==> src/rtl/transfer_gate_unit_if.sv <==
// Bus bundle for the transfer-gate unit: the S/M source buses, the four gate
// enables, the gated outputs and the captured MAR/MDR/IR registers.
interface transfer_gate_unit_if #(
    parameter int WIDTH = 16
);
    logic [WIDTH-1:0] S_bus;
    logic [WIDTH-1:0] M_bus;
    logic             SMA;
    logic             SMD;
    logic             MMD;
    logic             MIS;
    logic [WIDTH-1:0] SMA_out;
    logic [WIDTH-1:0] SMD_out;
    logic [WIDTH-1:0] MMD_out;
    logic [WIDTH-1:0] MIS_out;
    logic [WIDTH-1:0] mar_q;
    logic [WIDTH-1:0] mdr_q;
    logic [WIDTH-1:0] ir_q;
    logic             mdr_conflict;

    // Datapath control side: drives buses and enables, observes results.
    modport master (
        output S_bus, M_bus, SMA, SMD, MMD, MIS,
        input  SMA_out, SMD_out, MMD_out, MIS_out,
        input  mar_q, mdr_q, ir_q, mdr_conflict
    );

    // Gate unit side.
    modport slave (
        input  S_bus, M_bus, SMA, SMD, MMD, MIS,
        output SMA_out, SMD_out, MMD_out, MIS_out,
        output mar_q, mdr_q, ir_q, mdr_conflict
    );
endinterface

==> src/rtl/transfer_gate_unit.sv <==
// Transfer-gate unit: four independent AND-type gates steer the S and M buses
// onto address/data/instruction paths, and the gated values are captured into
// MAR, MDR and IR on the rising clock edge.

// One AND-type gate: a disabled gate drives exactly zero.
module tgu_gate #(
    parameter int WIDTH = 16
) (
    input  logic             en_i,
    input  logic [WIDTH-1:0] bus_i,
    output logic [WIDTH-1:0] out_o
);
    assign out_o = bus_i & {WIDTH{en_i}};
endmodule

module transfer_gate_unit #(
    parameter int WIDTH = 16
) (
    input logic                clk,
    input logic                rst_n,
    transfer_gate_unit_if.slave bus
);
    localparam int NUM_GATES = 4;
    localparam int G_SMA = 0;
    localparam int G_SMD = 1;
    localparam int G_MMD = 2;
    localparam int G_MIS = 3;

    logic [NUM_GATES-1:0]            gate_en;
    logic [NUM_GATES-1:0][WIDTH-1:0] gate_bus;
    logic [NUM_GATES-1:0][WIDTH-1:0] gate_out;

    logic [WIDTH-1:0] mar_q, mar_d;
    logic [WIDTH-1:0] mdr_q, mdr_d;
    logic [WIDTH-1:0] ir_q,  ir_d;
    logic             cf_q,  cf_d;

    // Gate index order matches the G_* constants (MSB first in the concat).
    assign gate_en  = {bus.MIS, bus.MMD, bus.SMD, bus.SMA};
    assign gate_bus = {bus.M_bus, bus.M_bus, bus.S_bus, bus.S_bus};

    generate
        for (genvar g = 0; g < NUM_GATES; g++) begin : g_gate
            tgu_gate #(.WIDTH(WIDTH)) u_gate (
                .en_i  (gate_en[g]),
                .bus_i (gate_bus[g]),
                .out_o (gate_out[g])
            );
        end
    endgenerate

    assign bus.SMA_out = gate_out[G_SMA];
    assign bus.SMD_out = gate_out[G_SMD];
    assign bus.MMD_out = gate_out[G_MMD];
    assign bus.MIS_out = gate_out[G_MIS];

    // Next-state: load from the same-cycle gate output, otherwise hold.
    // SMD and MMD together model a wired-OR merge onto the MDR input.
    always_comb begin
        mar_d = mar_q;
        mdr_d = mdr_q;
        ir_d  = ir_q;
        cf_d  = gate_en[G_SMD] & gate_en[G_MMD];
        if (gate_en[G_SMA])
            mar_d = gate_out[G_SMA];
        if (gate_en[G_SMD] | gate_en[G_MMD])
            mdr_d = gate_out[G_SMD] | gate_out[G_MMD];
        if (gate_en[G_MIS])
            ir_d = gate_out[G_MIS];
    end

    // Register bank with asynchronous clear; the conflict flag is not sticky.
    always_ff @(posedge clk or negedge rst_n) begin
        if (!rst_n) begin
            mar_q <= '0;
            mdr_q <= '0;
            ir_q  <= '0;
            cf_q  <= 1'b0;
        end else begin
            mar_q <= mar_d;
            mdr_q <= mdr_d;
            ir_q  <= ir_d;
            cf_q  <= cf_d;
        end
    end

    assign bus.mar_q        = mar_q;
    assign bus.mdr_q        = mdr_q;
    assign bus.ir_q         = ir_q;
    assign bus.mdr_conflict = cf_q;
endmodule

==> src/flat_wrapper.sv <==
// flat-port wrapper written by rule: the top's interface ports become plain ports
module transfer_gate_unit_flat 
#(
    parameter int WIDTH = 16
)
  (clk, rst_n, bus_S_bus, bus_M_bus, bus_SMA, bus_SMD, bus_MMD, bus_MIS, bus_SMA_out, bus_SMD_out, bus_MMD_out, bus_MIS_out, bus_mar_q, bus_mdr_q, bus_ir_q, bus_mdr_conflict);
  transfer_gate_unit_if #(.WIDTH(WIDTH)) bus_i ();
  input logic clk;
  input logic rst_n;
  input wire logic [$bits(bus_i.S_bus)-1:0] bus_S_bus;
  input wire logic [$bits(bus_i.M_bus)-1:0] bus_M_bus;
  input wire logic [$bits(bus_i.SMA)-1:0] bus_SMA;
  input wire logic [$bits(bus_i.SMD)-1:0] bus_SMD;
  input wire logic [$bits(bus_i.MMD)-1:0] bus_MMD;
  input wire logic [$bits(bus_i.MIS)-1:0] bus_MIS;
  output wire logic [$bits(bus_i.SMA_out)-1:0] bus_SMA_out;
  output wire logic [$bits(bus_i.SMD_out)-1:0] bus_SMD_out;
  output wire logic [$bits(bus_i.MMD_out)-1:0] bus_MMD_out;
  output wire logic [$bits(bus_i.MIS_out)-1:0] bus_MIS_out;
  output wire logic [$bits(bus_i.mar_q)-1:0] bus_mar_q;
  output wire logic [$bits(bus_i.mdr_q)-1:0] bus_mdr_q;
  output wire logic [$bits(bus_i.ir_q)-1:0] bus_ir_q;
  output wire logic [$bits(bus_i.mdr_conflict)-1:0] bus_mdr_conflict;
  assign bus_i.S_bus = bus_S_bus;
  assign bus_i.M_bus = bus_M_bus;
  assign bus_i.SMA = bus_SMA;
  assign bus_i.SMD = bus_SMD;
  assign bus_i.MMD = bus_MMD;
  assign bus_i.MIS = bus_MIS;
  assign bus_SMA_out = bus_i.SMA_out;
  assign bus_SMD_out = bus_i.SMD_out;
  assign bus_MMD_out = bus_i.MMD_out;
  assign bus_MIS_out = bus_i.MIS_out;
  assign bus_mar_q = bus_i.mar_q;
  assign bus_mdr_q = bus_i.mdr_q;
  assign bus_ir_q = bus_i.ir_q;
  assign bus_mdr_conflict = bus_i.mdr_conflict;
  transfer_gate_unit #(.WIDTH(WIDTH)) u_core (.clk(clk), .rst_n(rst_n), .bus(bus_i));
endmodule
==> config.mk <==
export PLATFORM = sky130hd
export DESIGN_NAME = transfer_gate_unit_flat
export DESIGN_NICKNAME = d
export VERILOG_FILES = /design/src/rtl/transfer_gate_unit_if.sv /design/src/rtl/transfer_gate_unit.sv /design/src/flat_wrapper.sv
export SDC_FILE = /design/constraint.sdc
export NUM_CORES = 1
export LEC_CHECK = 0
export BUFFER_PORTS_ARGS = -buffer_cell sky130_fd_sc_hd__clkbuf_2
export CAP_MARGIN = 20
export CORE_UTILIZATION = 46
export CTS_BUF_LIST = sky130_fd_sc_hd__clkbuf_4
export DETAILED_ROUTE_END_ITERATION = 8
export HOLD_SLACK_MARGIN = 0.08
export PLACE_DENSITY = 0.87
export SYNTH_ARGS = -nofsm -noshare
export SYNTH_HDL_FRONTEND = slang
export SYNTH_SLANG_ARGS = --single-unit
==> constraint.sdc <==
create_clock -name clk -period 1.1 [get_ports clk]
set_input_delay 0.22 -clock clk [delete_from_list [all_inputs] [get_ports clk]]
set_output_delay 0.22 -clock clk [all_outputs]
set_load 0.05 [all_outputs]
==> impl_metrics.yaml, run 1 <==
timing:
  grt_worst_setup_endpoint: "bus_ir_q[9]"
  endpoint_type: "primary output"
yosys:
  synth_top_area_share_pct: 55.5
  synth_enable_flop_cells: 0
  netlist_top_cells_area: "dfrtp_1 (55%), mux2_2 (16%), and2_1 (13%)"
  synth_cell_type_count: 9
  synth_flop_cell: "dfrtp_1"
  syn_inst: 172
  syn_area_per_cell_um2: 12.9
  syn_nets: 210
  synth_top_area_cell: "dfrtp_1"
  synth-seq-cells: 49
  yosysWarningCount: 0
  ys_seq_area_share_pct: 55.5
  async_flop_share_pct: 100
  netlist_area_um2: 2210
  synthTopCellsByCount: "dfrtp_1 (49), and2_1 (47), mux2_2 (32)"
  yosysMostFrequentCell: "dfrtp_1"
placed_design:
  place_ws_ps: -179
  place_hpwl_um: 4780
  portBuffers: 150
  gp_congestion: 0.734
run_status:
  stop_error: "[ERROR DPL-0033] detailed placement checks failed during check placement."
  failed_stage: "global routing (5_1_grt)"
  outcome: "did not finish"
clock_tree:
  clock-sinks: 49
  numCtsBuffers: 5
  cts-htree-levels: 2
  clk_path_buf_depth: 2
  cts_root_buffer: "clkbuf_4"
floorplanning:
  chipHeight_um: 71.3
  row_count: 24
  initial_utilization_pct: 49.4
  die_w_um: 71.3
  io_pins: 151
grt:
  grt_max_degree: 50
  antenna_found_initial: 1
cell families after synthesis:
| group | Yosys count | synth area share [%] |
|---|---|---|
| AND/OR/NAND/NOR | 66 | 19.7 |
| flip-flops | 49 | 55.5 |
| multiplexers | 32 | 16.3 |
| AO/OA/AOI/OAI | 16 | 6.34 |
| buffers and inverters | 9 | 2.21 |
through the flow:
stage | TNS, ps | instance area, µm² | utilization, % | instances
3_5_place_dp | -5100 | 3390 | 75.8 | 391
3_3_place_gp | -3570 | 3390 | 75.8 | 391
4_1_cts | -4020 | 4110 | 91.8 | 414
2_1_floorplan | 0 | 2210 | - | 172
what timing repair did:
item | CTS
pin swaps | 0
resized for setup | 133
cloned | 0
hold endpoints to repair | 49
setup buffers | 14
endpoints found under the setup margin | 84
hold buffers | 1
==> run 2, diff against run 1 <==
Settings changed: CORE_UTILIZATION 46 to 40, CTS_BUF_LIST sky130_fd_sc_hd__clkbuf_4 to not set, HOLD_SLACK_MARGIN 0.08 to not set, PLACE_DENSITY 0.87 to not set, PLACE_DENSITY_LB_ADDON set to 0.15.
==> run 2 against run 1 <==
  * The flow now finishes, with violations (setup timing)
  * Synthesized cell count stayed put
  * Synthesized area stayed put
==> impl_metrics.yaml, run 2 <==
timing:
  whs_ps: 174
  period_needed_ps: 1140
  fin_crit_sh_pct: 104
  final-hold-violation-count: 0
  max_freq_mhz: 877
  fin_setup_tns_ps: -116
  relSlewSlack_pct: 56.6
  rsz0062_at_grt: "yes"
  tightest_slew_ps: 650
  skew_ps: 0
  setup_ws_ps: -40.9
  setup_viol: 12
  finalMaxSlewViolations: 0
finish:
  final_cell_mix: "buf_4 (54), dfrtp_1 (49), buf_8 (47), and2_1 (45), clkbuf_4 (37)"
  nets: 399
  top_regs: "u_core.bus.ir_q: 16 flops, u_core.bus.mar_q: 16 flops, u_core.bus.mdr_q: 16 flops"
  num_antenna_cells: 0
  area_growth_pct: 93.5
  drive_gt1_share_pct: 69.3
  final_common_cell: "buf_4"
critical_path:
  cp_slowest_cell: "dfrtp_1"
  worstSetupStartpointType: "register"
  max_stage_delay_ps: 440
  cp_data_required_time_ps: 880
  critPathCaptureType: "primary output"
  crit_type: "register to primary output"
  critPathBufInv: 1
  path_delay_family: "flip-flops"
  worstPathMaxFanout: 2
  cp_data_arrival_time_ps: 920
  crit_chain: "buf_8"
clock_tree:
  clk_path_buf_depth: 2
  cts-htree-levels: 2
  clock-sinks: 49
  cts_root_buffer: "clkbuf_8"
  numCtsBuffers: 5
  cts_tree: "yes"
  clk_latency_ps: 300
  clk_pin_slew_ps: 100
yosys:
  synth-seq-cells: 49
  syn_area_per_cell_um2: 12.9
  netlist_area_um2: 2210
  synth_flop_cell: "dfrtp_1"
  netlist_top_cells_area: "dfrtp_1 (55%), mux2_2 (16%), and2_1 (13%)"
  synth_cell_type_count: 9
  ys_seq_area_share_pct: 55.5
  async_flop_share_pct: 100
  synthTopCellsByCount: "dfrtp_1 (49), and2_1 (47), mux2_2 (32)"
  syn_inst: 172
  synth_top_area_share_pct: 55.5
  yosysWarningCount: 0
  synth_enable_flop_cells: 0
  synth_top_area_cell: "dfrtp_1"
  syn_nets: 210
  yosysMostFrequentCell: "dfrtp_1"
drt:
  drt-initial-drc-count: 98
  drt-total-wl_um: 6940
  drc: 0
  drtPass1Iterations: 4
  viasPerCell: 4.84
  dr_total_vias: 2093
  ant_nets: 0
  wire_per_inst_um: 16.1
power_and_ir_drop:
  seqPwrFrac_pct: 34.5
  leakage_nw: 2.14
  worst_ir_drop_vdd_v: 0.000814
  power_mw: 6.22
  combPwrFrac_pct: 41.0
  p_int_mw: 3.94
  switching_share_pct: 36.7
  power_density_nw_per_um2: 1450
  switching_power_mw: 2.28
  p_clk_share_pct: 24.5
floorplanning:
  die-area_um2: 5830
  die_w_um: 76.3
  io_pins: 151
  core-area_um2: 5200
  chipHeight_um: 76.3
  row_count: 26
  initial_utilization_pct: 42.5
placed_design:
  portBuffers: 150
  place_ws_ps: -260
  gp_congestion: 0.815
  place_hpwl_um: 4550
hold_path:
  hold_path.class: "primary input to register"
grt:
  overflow: 0
  track_usage_pct: 22.8
  grt_max_degree: 50
  antenna_found_initial: 0
  grt_pass1_vias: 2105
  grt_pass1_wl_um: 10400
run_status:
  violations: "setup timing"
  outcome: "complete, but fails checks"
flow_run:
  maxCapViolations: 0
[run 2: cell counts after synthesis]
No cell type changed its count.
[run 2: layout make-up]
| class | instances | area, µm² |
|---|---|---|
| clock buffers | 5 | 68.8 |
| clock inverters | 3 | 65.1 |
| fillers | 306 | 927 |
| multi-input cells | 114 | 940 |
| flip-flops and latches | 49 | 1230 |
| well taps | 70 | 87.6 |
| repair buffers | 191 | 1890 |
[run 2: power groups by stage]
stage / logic [mW] / clock network (mW) / registers (mW)
2_1_floorplan: 0.765 / 0 / 2.72
3_3_place_gp: 2.02 / 0 / 2.09
3_5_place_dp: 2.04 / 0 / 2.10
4_1_cts: 2.39 / 1.53 / 2.09
5_1_grt: 2.64 / 1.62 / 2.16
6_report: 2.55 / 1.52 / 2.14
[run 2: repair_timing]
action                     4_1_cts  5_1_grt
resized for setup              140       95
buffers inserted                 7       10
gates cloned                     0        0
hold buffers                     1        0
hold endpoints to repair        49        0
setup endpoints to repair       95       84
[run 2: cells by family after synthesis]
kind of cell,after synthesis,synth area share [%]
AOI/OAI and AO/OA,16,6.34
buffers and inverters,9,2.21
DFF,49,55.5
muxes,32,16.3
and+or+nand+nor,66,19.7
[run 2: path summary, 6_finish.rpt]
| check | to | from | slack [ps] | depth (start not counted) |
|---|---|---|---|---|
| max | bus_mdr_q[4] | u_core.bus.mdr_q[4] | -40 | 1 |
| min | u_core.bus.ir_q[3] | bus_M_bus[3] | 170 | 2 |
| max reg2reg | u_core.bus.ir_q[4] | u_core.bus.ir_q[4] | 30 | 3 |
| min reg2reg | u_core.bus.mdr_q[7] | u_core.bus.mdr_q[7] | 550 | 1 |
| max in group asynchronous | u_core.bus.mar_q[14] | rst_n | 420 | 3 |
| min in group asynchronous | u_core.bus.ir_q[7] | rst_n | 440 | 3 |
[run 2: per-layer routing]
metal	track usage [%]	wire, µm
met2	44.0	3960
met5	0	0
met3	5.03	424
met4	5.58	100
met1	24.9	2450
[run 2: per-stage QoR]
stage | cell area, µm² | instances | utilization, %
finish | 4280 | 432 | 82.2
global route | 4280 | 432 | 82.2
CTS | 4100 | 422 | 78.8
detailed placement | 3380 | 406 | 64.9
global placement | 3380 | 406 | 64.9
floorplan | 2210 | 172 | -
No activity file was read; power rests on OpenSTA's default activity.
